==> config.mk <==
export PLATFORM = sky130hd
export DESIGN_NAME = plugboard_ctrl
export DESIGN_NICKNAME = d
export VERILOG_FILES = /design/src/rtl/enigma_pkg.sv /design/src/rtl/onehot_to_idx.sv /design/src/rtl/plugboard_ctrl.sv
export SDC_FILE = /design/constraint.sdc
export NUM_CORES = 1
export LEC_CHECK = 0
export CAP_MARGIN = 20
export CELL_PAD_IN_SITES_DETAIL_PLACEMENT = 0
export CELL_PAD_IN_SITES_GLOBAL_PLACEMENT = 1
export CORE_ASPECT_RATIO = 1.5
export CORE_MARGIN = 5
export CORE_UTILIZATION = 41
export DETAILED_ROUTE_END_ITERATION = 8
export HOLD_SLACK_MARGIN = 0.03
export PLACE_DENSITY_LB_ADDON = 0.15
export RECOVER_POWER = 100
export SYNTH_ARGS = -nofsm -noshare
export SYNTH_HDL_FRONTEND = slang
export SYNTH_HIERARCHICAL = 1
export SYNTH_SLANG_ARGS = --single-unit
==> constraint.sdc <==
create_clock -name CLOCK_50 -period 2.8 [get_ports CLOCK_50]
set_input_delay 0.56 -clock CLOCK_50 [delete_from_list [all_inputs] [get_ports CLOCK_50]]
set_output_delay 0.56 -clock CLOCK_50 [all_outputs]
set_load 0.01 [all_outputs]
==> src/rtl/enigma_pkg.sv <==
// Shared constants and types for the Enigma datapath blocks.
// The plugboard, rotor/reflector and GUI logic all use letter indices of the same width.
package enigma_pkg;

  localparam int NUM_LETTERS = 26;
  localparam int MAX_PAIRS   = 10;
  localparam int IDX_W       = 5;
  localparam int COUNT_W     = 4;

  typedef enum logic [1:0] {
    RUN        = 2'd0,
    CFG_FIRST  = 2'd1,
    CFG_SECOND = 2'd2,
    CFG_WRITE  = 2'd3
  } cfg_state_e;

endpackage

==> src/rtl/onehot_to_idx.sv <==
// One-hot letter to binary index. valid is high only when exactly one bit is set;
// idx is forced to 0 otherwise, so callers can index tables with it unconditionally.
module onehot_to_idx #(
  parameter int W  = 26,
  parameter int IW = 5
) (
  input  logic [W-1:0]  onehot,
  output logic [IW-1:0] idx,
  output logic          valid
);

  logic [IW-1:0] enc;

  // NOTE: every signal assigned in always_comb gets a default first; otherwise a latch is inferred.
  always_comb begin
    enc = '0;
    for (int i = 0; i < W; i++) begin
      if (onehot[i]) enc = enc | IW'(i);
    end
  end

  assign valid = (onehot != '0) && ((onehot & (onehot - W'(1))) == '0);
  assign idx   = valid ? enc : '0;

endmodule

==> src/rtl/plugboard_ctrl.sv <==
// Plugboard controller: guided entry of up to MAX_PAIRS letter swaps into a flop-based
// swap table, and one-cycle translation of keyboard letters through that table in run mode.
module plugboard_ctrl
  import enigma_pkg::IDX_W, enigma_pkg::COUNT_W, enigma_pkg::cfg_state_e,
         enigma_pkg::RUN, enigma_pkg::CFG_FIRST, enigma_pkg::CFG_SECOND, enigma_pkg::CFG_WRITE;
#(
  parameter int NUM_LETTERS = enigma_pkg::NUM_LETTERS,
  parameter int MAX_PAIRS   = enigma_pkg::MAX_PAIRS
) (
  input  logic                   CLOCK_50,
  input  logic                   reset,
  input  logic                   cfg_mode,
  input  logic                   key_valid,
  input  logic [NUM_LETTERS-1:0] key,
  input  logic                   clear,
  input  logic                   in_valid,
  input  logic [NUM_LETTERS-1:0] in,
  output logic [NUM_LETTERS-1:0] out,
  output logic                   out_valid,
  output logic [COUNT_W-1:0]     pair_count,
  output logic [1:0]             cfg_state,
  output logic [IDX_W-1:0]       pending,
  output logic                   err
);

  cfg_state_e     state_q, state_d;
  logic [IDX_W-1:0] tbl [NUM_LETTERS];
  logic [IDX_W-1:0] second_q;

  logic [IDX_W-1:0] key_idx, in_idx;
  logic             key_onehot, in_onehot;
  logic             key_paired;
  logic             do_capture, do_second, do_write, do_clear, do_abort, reject;

  onehot_to_idx #(.W(NUM_LETTERS), .IW(IDX_W)) u_key_dec (
    .onehot(key), .idx(key_idx), .valid(key_onehot)
  );

  onehot_to_idx #(.W(NUM_LETTERS), .IW(IDX_W)) u_in_dec (
    .onehot(in), .idx(in_idx), .valid(in_onehot)
  );

  assign key_paired = tbl[key_idx] != key_idx;
  assign cfg_state  = state_q;

  always_ff @(posedge CLOCK_50 or negedge reset) begin
    if (!reset) state_q <= RUN;
    else        state_q <= state_d;
  end

  // Priority in config states: clear, then a write in flight, then leaving, then key entry.
  always_comb begin
    state_d    = state_q;
    do_capture = 1'b0;
    do_second  = 1'b0;
    do_write   = 1'b0;
    do_clear   = 1'b0;
    do_abort   = 1'b0;
    reject     = 1'b0;
    case (state_q)
      RUN: begin
        if (cfg_mode) state_d = CFG_FIRST;
      end
      default: begin
        if (clear) begin
          do_clear = 1'b1;
          state_d  = cfg_mode ? CFG_FIRST : RUN;
        end else if (state_q == CFG_WRITE) begin
          do_write = 1'b1;
          state_d  = cfg_mode ? CFG_FIRST : RUN;
        end else if (!cfg_mode) begin
          do_abort = 1'b1;
          state_d  = RUN;
        end else if (key_valid) begin
          if (state_q == CFG_FIRST) begin
            if (!key_onehot || key_paired || pair_count == COUNT_W'(MAX_PAIRS)) begin
              reject = 1'b1;
            end else begin
              do_capture = 1'b1;
              state_d    = CFG_SECOND;
            end
          end else begin
            if (!key_onehot || key_idx == pending || key_paired) begin
              reject = 1'b1;
            end else begin
              do_second = 1'b1;
              state_d   = CFG_WRITE;
            end
          end
        end
      end
    endcase
  end

  always_ff @(posedge CLOCK_50 or negedge reset) begin
    if (!reset) begin
      // NOTE: the table is plain flops, so it can and must be reset to identity here.
      for (int i = 0; i < NUM_LETTERS; i++) tbl[i] <= IDX_W'(i);
      pair_count <= '0;
      pending    <= '0;
      second_q   <= '0;
      err        <= 1'b0;
      out        <= '0;
      out_valid  <= 1'b0;
    end else begin
      err       <= reject;
      out_valid <= (state_q == RUN) && in_valid;
      if (state_q == RUN && in_valid) begin
        out <= in_onehot ? (NUM_LETTERS'(1) << tbl[in_idx]) : '0;
      end

      if (do_clear) begin
        for (int i = 0; i < NUM_LETTERS; i++) tbl[i] <= IDX_W'(i);
        pair_count <= '0;
        pending    <= '0;
      end else if (do_write) begin
        tbl[pending]  <= second_q;
        tbl[second_q] <= pending;
        pair_count    <= pair_count + COUNT_W'(1);
        pending       <= '0;
      end else if (do_abort) begin
        pending <= '0;
      end else if (do_capture) begin
        pending <= key_idx;
      end

      if (do_second) second_q <= key_idx;
    end
  end

endmodule

==> impl_results.md, run 1 <==
* Area growth from synthesis to layout at 39.4%
* Tcrit/Tclk final at 154%
* Leakage at 6.61 nW
* Wirelength per Cell at 24.1 µm
* Via count at 12400
* Critical path type: input pin to flop
* Number of cell rows at 76
* Worst min path class: input pin to asynchronous set/reset pin
* Total routed wirelength at 48700 µm
* # IOs at 97
* Hold Fails Final Rpt at 0
* Power Density at 339 nW/µm²
* CP Capture Type: flop
* Root buffer cell: clkbuf_16
* P_int at 0.00409 W
* Worst path cell trace: buf_2, nor4_4, nand4_2, buf_6, o22ai_1, o211ai_1, buf_4, nor4_4, buf_4, buf_12, buf_6, buf_4, buf_4, a311oi_1, o311ai_4, o221ai_1, a211o_1, or4_4, mux2_4
* RSZ-0062 raised after global routing: yes
* Count leader, synth: nor2_1
* Max cap viols at 0
* Initial antenna violation count at 0
* TritonCTS clock tree: built
* Share of the synthesized area in the top cell type at 24.7%
* Antenna diodes at 0
* Comb power frac at 9.5%
* Die ar. at 32500 µm²
* Outcome: finished with violations
* Number of port buffers at 96
* Synth area leader: dfrtp_1
* Via/cell ratio at 6.12
* First drt pass iteration count at 5
* DRC at 0
* Die Wd at 149 µm
* Seq pwr share at 46.6%
* Unique cell type count in the Yosys netlist at 76
* First-pass GRT wire length at 74600 µm
* Headroom to the max-slew limit at 16.4%
* CP bufs+invs at 8
* Reg2Reg Depth at 7
* Sink Count at 174
* Initial Util at 41.5%
* CP required at 3.15 ns
* Clock Latency Late Sink at 0.46 ns
* GP Congestion at 0.959
* Failing checks: setup timing
* CP delay by family, top: compound AO/OA/AOI/OAI gates
* Number of max-slew violations in the final report at 0
* Reg2reg end: second_q[0]$_DFFE_PN0P_
* Vias in the first global route at 12600
* Final Cell Area at 16500 µm²
* YS warnings at 6
* Final setup margin at -1.52 ns
* Most used cell, CP: buf_4
* Tmin final at 4.32 ns
* Mean area per synthesized cell at 9.09 µm²
* FILL cells at 2559
* Drt initial violations at 912
* Commonest cells in the netlist: nor2_1 (150), nand2_1 (149), dfrtp_1 (117)
* Register area share after synthesis at 37.3%
* Die H at 218 µm
* CTS Buffer Depth at 2
* Htree depth at 4
* Synthesized cell area at 11900 µm²
* Switching part of the total at 27.1%
* Nets at 1678
* Worst clock skew at 0.0104 ns
* Worst EP arrival at 4.67 ns
* Worst VDD drop at 444 µV
* Share of synthesized registers carrying an async set or reset at 100%
* Slew @ Worst Pin at 1.25 ns
* Ys flop type: dfrtp_1
* CTS buffer count at 17
* Clock power share at 43.9%
* Clk slew on worst S/H paths at 0.07 ns
* ANT nets after route at 0
* Critical Path Fanout Max at 8
* Layout cells sized above 1 at 37.4%
* Detailed Place HPWL at 35600 µm
* GRT Total Usage at 30.1%
* Final setup vio count at 47
* Core footprint at 28600 µm²
* Fmax at 0.231 GHz
* Switching pwr at 0.00152 W
* Synth area leaders: dfrtp_1 (25%), dfstp_2 (13%), mux4_2 (8.2%)
* Pin count of the biggest net entering global routing at 68
* Register bit count reported by yosys at 174
* R2r setup slk at 0.09 ns
* Grt total ovfl at 0
* Dpl cell area at 15100 µm²
* Startpoint types: input pin
* Post-synth EDFFs at 0
* Synth Instances at 1305
* Slowest stage delay, CP at 0.50 ns
* FF-to-FF Start: tbl[8]$_DFFE_PN1P_
* CP max stage cell: or4_4
* Syn nets at 1365
* Post-CTS Hold Fix Bufs at 0
* Pwr Total at 0.00561 W
* Hold WS at 0.361 ns
worst max path at each step:
stage,depth (start not counted),end,start,slack (ns)
2_1_floorplan,14,second_q[0]$_DFFE_PN0P_,key[7],-1.67
3_3_place_gp,14,second_q[4]$_DFFE_PN0P_,key[0],-2.76
3_5_place_dp,14,second_q[0]$_DFFE_PN0P_,key[0],-2.93
4_1_cts,15,second_q[0]$_DFFE_PN0P_,key[2],-1.48
5_1_grt,15,second_q[3]$_DFFE_PN0P_,key[2],-1.65
6_report,19,second_q[0]$_DFFE_PN0P_,key[10],-1.52
cell type report:
| class | instances | area [µm²] | share of cell area, % |
|---|---|---|---|
| Multi-Input combinational cell | 997 | 7580 | 45.8 |
| Clock buffer | 17 | 425 | 2.57 |
| Sequential cell | 174 | 4430 | 26.7 |
| Clock inverter | 15 | 166 | 1.01 |
| Inverter | 41 | 154 | 0.930 |
| Timing Repair Buffer | 387 | 3310 | 20.0 |
| Tap cell | 390 | 488 | 2.95 |
cells in the final DEF, fill, tap and decap left out, types with 17 or more instances in the layout:
cell,n
mux2_2,22
dfstp_2,57
buf_4,224
o21ai_2,24
dlygate4sd3_1,38
dfrtp_1,117
o22ai_1,33
a21oi_1,39
nor2_1,146
clkbuf_16,17
nand2_1,139
buf_2,22
nor3_1,37
o21ai_0,75
buf_6,31
nand3_1,24
o31ai_1,26
inv_1,41
mux2i_1,17
a22oi_1,82
mux4_2,46
kinds of logic (layout without fill, tap and decap cells):
family	count (synthesis)	after routing	share of synthesized area [%]
AND/OR/NAND/NOR	488	488	20.5
AO/OA/AOI/OAI	407	407	23.3
flip-flops	174	174	37.3
buffers and inverters	134	460	4.66
multiplexers	92	92	13.4
adder cells (fa/ha/maj)	5	5	0.464
XOR/XNOR	5	5	0.369
routing by layer:
metal,routed length (µm),GRT usage [%]
met1,17500,33.4
met4,4080,21.8
met5,0,0
met2,24500,51.9
met3,2660,4.60
sequential cells by signal (all words and copies together) (netlist names):
name / cells
cfg_state: 2
err: 1
out: 26
out_valid: 1
pair_count: 4
pending: 5
second_q: 5
tbl: 130
timing repair:
item / 4_1_cts / 5_1_grt
endpoints found under the setup margin: 39 / 39
buffers inserted: 42 / 5
gates resized for setup: 250 / 44
pin swaps: 43 / 28
cloned: 4 / 0
per-stage QoR:
| step | setup TNS [ns] | setup slack [ns] | util, % | cells |
|---|---|---|---|---|
| final | -49.04 | -1.52 | 57.8 | 2021 |
| after global routing | -58.42 | -1.65 | 57.8 | 2021 |
| after CTS | -46.70 | -1.48 | 57.6 | 2018 |
| after detailed placement | -89.88 | -2.93 | 52.9 | 1941 |
| after global placement | -86.40 | -2.76 | 52.9 | 1941 |
| after floorplan | -51.85 | -1.67 | - | 1305 |
worst register-to-register path: stages, from the launching register on:
cell and delay [ns]:
dfstp_2 0.55, or3b_2 0.45, a21oi_2 0.21, o31ai_1 0.10, buf_4 0.14, a211o_1 0.32
or4_4 0.50, mux2_4 0.32
power by group through the flow:
stage	sequential [W]	clock, W	combinational, W
finish	0.00261	0.00246	0.000534
global route	0.00261	0.00260	0.000578
CTS	0.00261	0.00249	0.000541
detailed placement	0.00266	0	0.000535
global placement	0.00266	0	0.000532
floorplan	0.00264	0	0.000187
Power figures use the tool's default switching activity.
==> inputs of run 2 (changes only) <==
==> constraint.sdc (replaced) <==
create_clock -name CLOCK_50 -period 2.8 [get_ports CLOCK_50]
set_input_delay 0.28 -clock CLOCK_50 [delete_from_list [all_inputs] [get_ports CLOCK_50]]
set_output_delay 0.28 -clock CLOCK_50 [all_outputs]
set_load 0.01 [all_outputs]
==> run 2 against run 1 <==
The flow finishes with violations (capacitance limit, slew limit, setup timing). Die area stayed put. Clock-buffer cell count unchanged. Highest routed layer unchanged. Flip-flop and latch count unchanged. Critical endpoint unchanged. Final area is 0.75% higher. Wire length up 1.7%.
==> impl_results.md, run 2 (same netlist as run 1, synthesis figures left out) <==
* Commonest cells after routing, fill and taps aside: buf_4 (235), nor2_1 (147), nand2_1 (139)
* Commonest non-fill, non-tap cell in the layout: buf_4
* Worst hold path depth at 3
* Max reg flops at 130 (unchanged)
* Number of port buffers at 96 (unchanged)
* Initial antenna violation count at 0 (unchanged)
* Worst clock skew at 0.0123 ns (+0.00188 ns)
* CP required at 3.14 ns (about the same)
* CTS buffer count at 17 (unchanged)
* Vias in the first global route at 12600 (-0.62%)
* Finished Layout Cells at 2031 (+0.49%)
* Slew @ Worst Pin at 1.78 ns (+0.522 ns)
* R2r setup slk at 0.04 ns (-0.05 ns)
* TritonCTS clock tree: built
* Total routed wirelength at 49500 µm (+1.7%)
* # IOs at 97 (unchanged)
* Die H at 218 µm (unchanged)
* Metal-1 WL at 17800 µm (+2.0%)
* Startpoint types: input pin
* Sink Count at 174 (unchanged)
* First-pass GRT wire length at 74700 µm (+0.21%)
* Comb power frac at 9.9% (+0.4 points)
* Clock Latency Late Sink at 0.46 ns (about the same)
* GP Congestion at 0.938 (-2.1%)
* Worst EP arrival at 4.52 ns (-0.15 ns)
* Area growth from synthesis to layout at 40.5%
* Hold Fails Final Rpt at 0 (unchanged)
* Switching pwr at 0.00154 W (+1.7%)
* Grt total ovfl at 0 (unchanged)
* Root buffer cell: clkbuf_16
* CP Capture Type: flop
* Antenna diodes at 0 (unchanged)
* Dpl cell area at 15200 µm² (+0.58%)
* Top layer in use: met4
* WL met3 at 2530 µm (-5.0%)
* Clk slew on worst S/H paths at 0.07 ns (about the same)
* Switching part of the total at 27.9% (+0.77 points)
* FF-to-FF Start: tbl[22]$_DFFE_PN1P_
* Failing checks: capacitance limit, slew limit, setup timing
* Outcome: finished with violations
* Die Wd at 149 µm (unchanged)
* Clock power share at 43.0% (-0.9 points)
* CTS Buffer Depth at 2 (unchanged)
* Reg2Reg Depth at 8 (+1)
* Seq pwr share at 47.1% (+0.5 points)
* Worst min path class: input pin to flop
* GRT Total Usage at 30.2% (+0.17 points)
* Final setup margin at -1.38 ns (+0.140 ns)
* Reg2reg end: second_q[0]$_DFFE_PN0P_
* ANT nets after route at 0 (unchanged)
* Final Cell Area at 16700 µm² (+0.75%)
* Number of max-slew violations in the final report at 65 (+65)
* DRC at 0 (unchanged)
* Tmin final at 4.18 ns (-0.140 ns)
* Critical path type: input pin to flop
* Registers with the most flip-flops: tbl x130, out x26
* Layout cells sized above 1 at 37.7% (+0.32 points)
* Nets at 1688 (+0.60%)
* Pwr Total at 0.00554 W (-1.1%)
* Detailed-routed wire length on met2 at 25300 µm (+3.1%)
* Max cap viols at 1 (+1)
* Worst VDD drop at 398 µV (-10%)
* Headroom to the max-slew limit at -18.4% (-35 points)
* Register with the most flip-flops: tbl
* Fmax at 0.239 GHz (+3.4%)
* Final setup vio count at 39 (-17%)
* Tcrit/Tclk final at 149% (-5.0 points)
* First drt pass iteration count at 5 (unchanged)
* P_int at 0.00400 W (-2.2%)
* Critical Path Fanout Max at 6 (-2)
* Drt initial violations at 1016 (+11%)
* Detailed Place HPWL at 36300 µm (+1.9%)
* Placed Cells at 1951 (+0.52%)
* FILL cells at 2568 (+0.35%)
* Via/cell ratio at 6.14 (+0.39%)
* Core footprint at 28600 µm² (unchanged)
* Pin count of the biggest net entering global routing at 65 (-4.4%)
* Via count at 12500 (+0.88%)
* Number of cell rows at 76 (unchanged)
* Htree depth at 4 (unchanged)
* Power Density at 333 nW/µm² (-1.9%)
* Worst Setup SP: key[1]
* Placement Setup Slack at -2.17 ns (+0.751 ns)
* Leakage at 6.72 nW (+1.6%)
* Initial Util at 41.5% (unchanged)
* RSZ-0062 raised after global routing: yes
* Die ar. at 32500 µm² (unchanged)
* Critical Path Sink: second_q[0]$_DFFE_PN0P_
* Hold path start: cfg_mode
* Wirelength per Cell at 24.4 µm (+1.2%)
[run 2: changes by cell type in the layout (fill, tap and decap cells not counted), sizes merged, moves of 2 or more]
cell,before,now
clkdlybuf4s15,7,5
dlygate4sd2,11,9
clkinv,1,3
clkbuf,43,40
buf,297,310
[run 2: what timing repair did]
item,in CTS,in global routing
cloned,3,1
endpoints found under the hold margin,34,0
pin swaps,51,36
buffers inserted,27,19
hold buffers,1,0
setup endpoints to repair,39,39
gates resized for setup,245,62
[run 2: per-layer routing]
metal	GRT usage, %	up-vias
met3	4.09	179
met1	33.4	6131
met5	0	-
met2	53.7	548
met4	20.1	0
li1	-	5612
[run 2: how the worst min path moves through the flow]
stage | endpoint | slack (ns)
floorplan | cfg_state[0]$_DFFE_PN0P_ | -0.02
global placement | tbl[74]$_DFFE_PN0P_ | 0.31
detailed placement | tbl[72]$_DFFE_PN0P_ | 0.32
CTS | cfg_state[0]$_DFFE_PN0P_ | 0.37
global route | cfg_state[0]$_DFFE_PN0P_ | 0.40
finish | cfg_state[0]$_DFFE_PN0P_ | 0.40
[run 2: layout make-up]
| cell class | instances | area [µm²] | area share [%] |
|---|---|---|---|
| flip-flops and latches | 174 | 4430 | 26.5 |
| multi-input cells | 997 | 7620 | 45.7 |
| well taps | 390 | 488 | 2.93 |
| clock buffers | 17 | 425 | 2.55 |
| clock inverters | 15 | 140 | 0.841 |
| repair buffers | 397 | 3420 | 20.5 |
| inverters | 41 | 154 | 0.923 |
[run 2: per-stage QoR]
step / util [%] / hold slack [ns] / TNS (ns)
after floorplan: - / -0.0156 / -40.93
after global placement: 53.2 / 0.312 / -68.80
after detailed placement: 53.2 / 0.321 / -70.49
after CTS: 57.4 / 0.371 / -34.95
after global routing: 58.2 / 0.402 / -47.13
final: 58.2 / 0.396 / -37.26
[run 2: worst max-delay path, stage by stage]
cell       delay [ns]
buf_8            0.10
nor4_4           0.39
nand4_2          0.23
buf_6            0.18
nor4b_4          0.27
o2111ai_2        0.20
buf_4            0.20
nor4_4           0.14
buf_6            0.17
buf_12           0.15
buf_8            0.11
mux4_2           0.48
a21o_1           0.20
or3_4            0.37
o311a_4          0.13
or4_4            0.60
mux2_4           0.33
[run 2: power groups by stage]
stage	combinational [W]	clock (W)	sequential, W
final	0.000547	0.00239	0.00261
after global routing	0.000592	0.00252	0.00261
after CTS	0.000546	0.00241	0.00261
after detailed placement	0.000537	0	0.00266
after global placement	0.000536	0	0.00265
after floorplan	0.000187	0	0.00264
